`config.mk`:
```
export PLATFORM = sky130hd
export DESIGN_NAME = count_enable_ctrl
export DESIGN_NICKNAME = d
export VERILOG_FILES = /design/src/rtl/count_enable_ctrl.sv
export SDC_FILE = /design/constraint.sdc
export NUM_CORES = 1
export LEC_CHECK = 0
export CORE_ASPECT_RATIO = 1.5
export CORE_MARGIN = 2
export CORE_UTILIZATION = 55
export DETAILED_ROUTE_END_ITERATION = 16
export PLACE_DENSITY = 0.95
export SYNTH_ARGS = -nofsm -noshare
export SYNTH_HDL_FRONTEND = slang
export SYNTH_SLANG_ARGS = --single-unit
```
`constraint.sdc`:
```
create_clock -name clock -period 2.79 [get_ports clock]
set_input_delay 0.279 -clock clock [delete_from_list [all_inputs] [get_ports clock]]
set_output_delay 0.279 -clock clock [all_outputs]
set_load 0.1 [all_outputs]
```
`src/rtl/count_enable_ctrl.sv`:
```
// count_enable_ctrl
//   Upstream stage of the b2_counter chain. It produces the chain's count
//   enable pulse (ei) under command control. There are three modes:
//   free-running (RUN), single step (STEP) and a burst of N pulses (BURST).
//   A prescaler spaces the pulses so that ei fires once every div+1 cycles.
//   The block can optionally stop when the last counter stage wraps.
//
// Ports
//   clock, reset   system clock; synchronous active-high reset
//   cmd_valid      command present
//   cmd_ready      command accepted when cmd_valid && cmd_ready at an edge
//   cmd_op         00 STOP, 01 RUN, 10 STEP, 11 BURST
//   cmd_div        prescaler divisor (sampled on accept)
//   cmd_len        burst pulse count (sampled on accept, BURST only)
//   cmd_wrap_stop  stop on chain wrap (sampled on accept)
//   wrap_in        carry out of the last counter stage (combinational from ei)
//   ei             registered count enable to the first counter stage
//   done           one-cycle pulse: STEP issued, burst complete or wrap stop
//   wrapped        one-cycle pulse: stopped because of a wrap
//   state          00 IDLE, 01 RUN, 10 BURST
module count_enable_ctrl #(
    parameter int DIV_W = 8,
    parameter int LEN_W = 8
) (
    input  logic             clock,
    input  logic             reset,
    input  logic             cmd_valid,
    output logic             cmd_ready,
    input  logic [1:0]       cmd_op,
    input  logic [DIV_W-1:0] cmd_div,
    input  logic [LEN_W-1:0] cmd_len,
    input  logic             cmd_wrap_stop,
    input  logic             wrap_in,
    output logic             ei,
    output logic             done,
    output logic             wrapped,
    output logic [1:0]       state
);

    typedef enum logic [1:0] {
        S_IDLE  = 2'b00,
        S_RUN   = 2'b01,
        S_BURST = 2'b10
    } state_t;

    typedef enum logic [1:0] {
        OP_STOP  = 2'b00,
        OP_RUN   = 2'b01,
        OP_STEP  = 2'b10,
        OP_BURST = 2'b11
    } op_t;

    state_t             state_q, state_d;
    logic [DIV_W-1:0]   presc_q, presc_d;
    logic [DIV_W-1:0]   div_q, div_d;
    logic [LEN_W-1:0]   rem_q, rem_d;
    logic               ws_q, ws_d;
    logic               ei_d, done_d, wrapped_d;
    logic               accept;

    assign cmd_ready = ~reset;
    assign accept    = cmd_valid & cmd_ready;
    assign state     = state_q;

    always_comb begin
        state_d   = state_q;
        presc_d   = presc_q;
        div_d     = div_q;
        rem_d     = rem_q;
        ws_d      = ws_q;
        ei_d      = 1'b0;
        done_d    = 1'b0;
        wrapped_d = 1'b0;

        if (accept) begin
            // An accepted command always overrides the current mode,
            // including a prescaler tick or wrap stop due at this edge.
            case (op_t'(cmd_op))
                OP_STOP: begin
                    state_d = S_IDLE;
                    rem_d   = '0;
                end
                OP_RUN: begin
                    div_d   = cmd_div;
                    ws_d    = cmd_wrap_stop;
                    presc_d = '0;
                    rem_d   = '0;
                    state_d = S_RUN;
                end
                OP_STEP: begin
                    ei_d    = 1'b1;
                    done_d  = 1'b1;
                    rem_d   = '0;
                    state_d = S_IDLE;
                end
                OP_BURST: begin
                    if (cmd_len == '0) begin
                        // An empty burst completes at once and issues no pulse.
                        done_d  = 1'b1;
                        rem_d   = '0;
                        state_d = S_IDLE;
                    end else begin
                        div_d   = cmd_div;
                        ws_d    = cmd_wrap_stop;
                        presc_d = '0;
                        rem_d   = cmd_len;
                        state_d = S_BURST;
                    end
                end
                default: ;
            endcase
        end else if (state_q != S_IDLE) begin
            if (ws_q && ei && wrap_in) begin
                // The pulse that wrapped the chain has been delivered already.
                // Stop here so that no further pulse follows it.
                state_d   = S_IDLE;
                done_d    = 1'b1;
                wrapped_d = 1'b1;
                rem_d     = '0;
            end else if (presc_q == div_q) begin
                presc_d = '0;
                ei_d    = 1'b1;
                if (state_q == S_BURST) begin
                    rem_d = rem_q - LEN_W'(1);
                    // On the final pulse, done is raised in the same cycle as ei.
                    if (rem_q == LEN_W'(1)) begin
                        state_d = S_IDLE;
                        done_d  = 1'b1;
                    end
                end
            end else begin
                presc_d = presc_q + DIV_W'(1);
            end
        end
    end

    always_ff @(posedge clock) begin
        if (reset) begin
            state_q <= S_IDLE;
            presc_q <= '0;
            div_q   <= '0;
            rem_q   <= '0;
            ws_q    <= 1'b0;
            ei      <= 1'b0;
            done    <= 1'b0;
            wrapped <= 1'b0;
        end else begin
            state_q <= state_d;
            presc_q <= presc_d;
            div_q   <= div_d;
            rem_q   <= rem_d;
            ws_q    <= ws_d;
            ei      <= ei_d;
            done    <= done_d;
            wrapped <= wrapped_d;
        end
    end

endmodule
```
Word-level counts from Yosys, hierarchy flattened
Cells that the tools add are included.
- input bits: 23
- output and inout port bits: 6
- flip-flop bits (word level): 30
- bitwise operators: 3
- eq/ne operators: 10
- add/subtract/negate cells: 2
- reduce and logical (&&, ||, !) cells: 17
- muxes and demuxes: 39
- operators by type and width (operator ; number):
    8-bit 2-to-1 mux ; 12
    8-bit case mux with 2 select lines ; 3
    1-bit 2-to-1 mux ; 14
    2-bit 2-to-1 mux ; 7
    3-bit nonzero test ; 3
    8-bit by 1-bit adder with 8-bit output (second input constant) ; 1
    8-bit by 1-bit == test with 1-bit output (second input constant) ; 1
    8-bit == test ; 1
    8-bit zero test ; 1
    4-bit AND reduction ; 2
    8-bit by 1-bit subtractor with 8-bit output (second input constant) ; 1
    2-bit == test (second input constant) ; 3
    2-bit case mux with 3 select lines ; 1
    3-bit AND reduction ; 2
    2-bit nonzero test ; 3
    3-bit OR reduction ; 2
    2-bit inequality test (second input constant) ; 2
    1-bit case mux with 2 select lines ; 2
    3-bit by 1-bit inequality test with 1-bit output (second input constant) ; 1
    3-bit inequality test (second input constant) ; 1
    2-bit by 1-bit == test with 1-bit output (second input constant) ; 1
    1-bit logical AND ; 2
    2-bit zero test ; 1
    1-bit NOT ; 2
    2 further kinds ; 2

Longest topological paths before layout
- word-level depth: 7
- depth in mapped cells: 7
- depth with buffers taken out: 7

Worst setup path after synthesis
OpenSTA, ideal clock, no wires.
- kind: register -> register
- start point: register state_q[0], in the netlist state[0]
- end point: register rem_q[0]
- slack: 0.660 ns
- arrival: 1.996 ns
- library setup time: 0.134 ns
- path buffers: 1
- stages on the path, launching flop included: 7
- path through: dfxtp_1 -> o2111ai_1 -> and2_1 -> o31a_1 -> clkbuf_1 -> a221oi_1 -> a211oi_1
- cells in the longest elaborated chain, start to end: 3
- ends and longest elaborated chain (what ; line ; text):
    start: declaration ; 53 ; state_t state_q, state_d;
    start signal: assignment ; 148 ; state_q <= state_d;
    2-bit == test / 2-bit nonzero test (equally long branches) ; 123, 112 ;
    3-bit nonzero test (no source line) / 2-bit nonzero test (equally long branches) ; -- ;
    3-bit AND reduction (no source line) (*) ; -- ;
    end signal: assignment ; 151 ; rem_q <= rem_d;
    end: declaration ; 56 ; logic [LEN_W-1:0] rem_q, rem_d;
Mark *: on every way between the ends. The rest lies on a longest branch, timed or not.
A chain may end at the register's enable or synchronous reset.

Worst setup path after layout
- start point: register presc_q[0]
- end point: register presc_q[4]
- cells in the longest elaborated chain, start to end: 5
- ends and longest elaborated chain (what ; line ; text):
    start: declaration ; 54 ; logic [DIV_W-1:0] presc_q, presc_d;
    start signal: assignment ; 149 ; presc_q <= presc_d;
    8-bit by 1-bit adder with 8-bit output / 8-bit == test (equally long branches) ; 132, 120 ;
    8-bit 2-to-1 mux (*) ; 120 ; end else if (presc_q == div_q) begin
    8-bit 2-to-1 mux (*) ; 113 ; if (ws_q && ei && wrap_in) begin
    8-bit 2-to-1 mux (*) ; 112 ; end else if (state_q != S_IDLE) begin
    8-bit 2-to-1 mux (*) ; 75 ; if (accept) begin
Mark *: on every way between the ends. The rest lies on a longest branch, timed or not. The select of a mux whose other input is x is not followed.

==> results.sh <==
export IMPL_regToRegStartpoint="presc_q[0]$_SDFFE_PP0P_"
export IMPL_p_comb_share_pct=20.0
export IMPL_core_sq_um=2705
export IMPL_p_int_uw=725.3
export IMPL_synthArstFlopShare_pct=0
export IMPL_critPathTopFamily="compound AO/OA/AOI/OAI gates"
export IMPL_tns_ns=0
export IMPL_diodes=0
export IMPL_final_setup_skew_ns=0.001884
export IMPL_switchingPower_uw=287.7
export IMPL_finalSetupViolCount=0
export IMPL_fmaxAchievable_mhz=507.8
export IMPL_ys_top_cells_by_area="dfxtp_1 (38%), nand2_1 (6.6%), o21ai_0 (5.0%)"
export IMPL_grt_setup_unrepaired="false"
export IMPL_end_kind="register"
export IMPL_met2_length_microns=2191
export IMPL_syn_nets=222
export IMPL_nNetsFinal=252
export IMPL_yosysTopAreaCell="dfxtp_1"
export IMPL_critPathLaunch="presc_q[0]$_SDFFE_PP0P_"
export IMPL_gp_congestion=0.8854
export IMPL_die_h_microns=69.86
export IMPL_overflow=0
export IMPL_hold_class="register to register"
export IMPL_crit_required_ns=2.97
export IMPL_drtIter0Drc=67
export IMPL_endpoint="presc_q[4]$_SDFFE_PP0P_"
export IMPL_first_pass_iters=4
export IMPL_startpoint_type="register"
export IMPL_cp_cell_sequence="xnor2_1 -> nand4_1 -> o21ai_1 -> o22ai_1 -> a22o_1"
export IMPL_top_layer="met4"
export IMPL_yosysWarnings=0
export IMPL_cts_hold_buf=0
export IMPL_htreeDepth=2
export IMPL_worst_path_max_delay_cell="o21ai_1"
export IMPL_status="complete, no violations"
export IMPL_tightest_slew_ns=0.5869
export IMPL_hold_violations=0
export IMPL_synth_common_cells="dfxtp_1 (30), nand2_1 (28), nor2_1 (17)"
export IMPL_arrival_ns=2.15
export IMPL_r2r_setup_slack_ns=0.82
export IMPL_clock_path_buffers=2
export IMPL_pwr_density_cell_nw_per_um2=509.9
export IMPL_areaGrowthSynthToFinish_pct=24.94
export IMPL_synth_enable_flop_cells=0
export IMPL_max_slew_margin_pct=60.54
export IMPL_wl_met3_microns=189
export IMPL_cts_buffers=5
export IMPL_drv_slew=0
export IMPL_maxCapViolCount=0
export IMPL_synthesis_area_sq_um=1590
export IMPL_critPathMaxFanout=8
export IMPL_dp_cells=256
export IMPL_synth_seq_area_share_pct=37.77
export IMPL_postRouteAntennaNets=0
export IMPL_cpPeakStageDelay_ns=0.53
export IMPL_ir_drop_uv=354.6
export IMPL_post_drt_wl_per_cell_microns=14.92
export IMPL_clkLatencyLatePin_ns=0.28
export IMPL_hpwl_microns=2884
export IMPL_die_width_microns=47.91
export IMPL_grt_max_degree=23
export IMPL_vias=1568
export IMPL_post_cts_buffers=0
export IMPL_avgSynthCellArea_sq_um=8.114
export IMPL_drt_wl_total_microns=3909
export IMPL_min_period_ns=1.969
export IMPL_vias_per_cell=5.985
export IMPL_num_rows=23
export IMPL_drive_above_1_share_pct=9.778
export IMPL_pin_count=29
export IMPL_grt_pass1_vias=1529
export IMPL_die_area_sq_um=3346
export IMPL_drc=0
export IMPL_yosysMostFrequentCell="dfxtp_1"
export IMPL_p_total_mw=1.013
export IMPL_sw_frac_of_total_pct=28.40
export IMPL_pwr_share_seq_pct=46.0
export IMPL_whs_ns=0.4741
export IMPL_start_util_pct=58.79
export IMPL_cts_sinks=30
export IMPL_reg2reg_to="presc_q[4]$_SDFFE_PP0P_"
export IMPL_synth_top_flop_cell="dfxtp_1"
export IMPL_antenna_found_initial=0
export IMPL_netlist_instances=196
export IMPL_critical_path_class="register to register"
export IMPL_utilization_pct=73.45
export IMPL_period_share_pct=70.58
export IMPL_cts_tree="done"
export IMPL_grt_usage_pct=25.84
export IMPL_met1_length_microns=1445
export IMPL_stdcell_count=262
export IMPL_leakage_nw=0.7386
export IMPL_grt_first_pass_wirelength_microns=6285
export IMPL_cts_root_buf="clkbuf_8"
export IMPL_placement_io_buffers=28
export IMPL_synth_cell_types=47
export IMPL_ys_ff_latch=30
export IMPL_p_clk_share_pct=34.0
export IMPL_cts_resized=0
export IMPL_cts_clk_slew_worst_paths_ns=0.06
export IMPL_cp_num_cells=5
export IMPL_r2r_cells=5
export IMPL_synth_top_cell_area_share_pct=37.77
export IMPL_critPathBufInv=0
[kinds of logic after synthesis]
| logic type | count (synthesis) | synth area share [%] |
|---|---|---|
| buf+inv | 15 | 3.934 |
| fa+ha+maj | 3 | 2.361 |
| xor+xnor | 10 | 5.508 |
| compound gates | 54 | 23.21 |
| simple gates | 84 | 27.22 |
| flops | 30 | 37.77 |
[routing by layer]
layer | global-route usage, % | vias up
met1 | 26.05 | 734
met5 | 0 | -
met4 | 10.51 | 0
met2 | 45.93 | 57
li1 | - | 766
met3 | 6.977 | 11
[worst min path at each step]
stage                                      from                    end  slack [ns]  cells after the start
after floorplan                      cmd_div[0]  div_q[0]$_SDFFE_PP0P_        0.39                      2
after global placement    div_q[7]$_SDFFE_PP0P_  div_q[7]$_SDFFE_PP0P_        0.46                      2
after detailed placement  div_q[5]$_SDFFE_PP0P_  div_q[5]$_SDFFE_PP0P_        0.47                      2
after CTS                 div_q[5]$_SDFFE_PP0P_  div_q[5]$_SDFFE_PP0P_        0.48                      2
after global routing      div_q[1]$_SDFFE_PP0P_  div_q[1]$_SDFFE_PP0P_        0.50                      2
final                     div_q[5]$_SDFFE_PP0P_  div_q[5]$_SDFFE_PP0P_        0.47                      2
[per-stage QoR]
| step | setup slack [ns] | cell area, sq um |
|---|---|---|
| global route | 0.7405 | 1987 |
| global placement | 0.6615 | 1904 |
| detailed placement | 0.6215 | 1904 |
| floorplan | 0.6599 | 1590 |
| CTS | 0.8720 | 1987 |
| finish | 0.8208 | 1987 |
[worst register-to-register path, delay by kind of cell, from the launching register on]
family	cells	cell delay [ns]
flip-flops	1	0.46
AO/OA/AOI/OAI	3	0.99
AND/OR/NAND/NOR	1	0.26
XOR/XNOR	1	0.15
[final cells by class]
class / count / area [sq um]
well taps: 37 / 46.29
clock buffers: 6 / 82.58
flip-flops and latches: 30 / 600.6
multi-input cells: 151 / 927.1
fillers: 216 / 718.2
repair buffers: 32 / 307.8
inverters: 6 / 22.52
[sequential cells by signal, indices dropped and copies added (netlist names)]
signal / flops
wrapped: 1
done: 1
state: 2
ei: 1
ws_q: 1
rem_q: 8
presc_q: 8
div_q: 8
[power groups by stage]
stage               logic, mW  clock network (mW)  registers, mW
finish                  0.203               0.345          0.466
global route            0.222               0.362          0.468
CTS                     0.202               0.347          0.465
detailed placement      0.201                   0          0.474
global placement        0.198                   0          0.474
floorplan               0.118                   0          0.484
[layout by cell type, fill, tap and decap left out, drive strengths merged, types with 3 or more instances in the layout]
cell type,synthesis,layout
o22ai,5,5
nand2b,3,3
nor4,4,4
nor2b,3,3
o31ai,3,3
xnor2,9,9
nand3,7,7
buf,4,10
ha,3,3
and2,3,3
nand2,28,28
dfxtp,30,30
nor3,5,5
a21oi,7,7
nor2,17,17
a221oi,4,4
clkbuf,5,6
inv,6,6
a22o,5,5
a211oi,3,3
clkdlybuf4s50,0,22
o21ai,17,17
(Power assumes the default switching activity.)
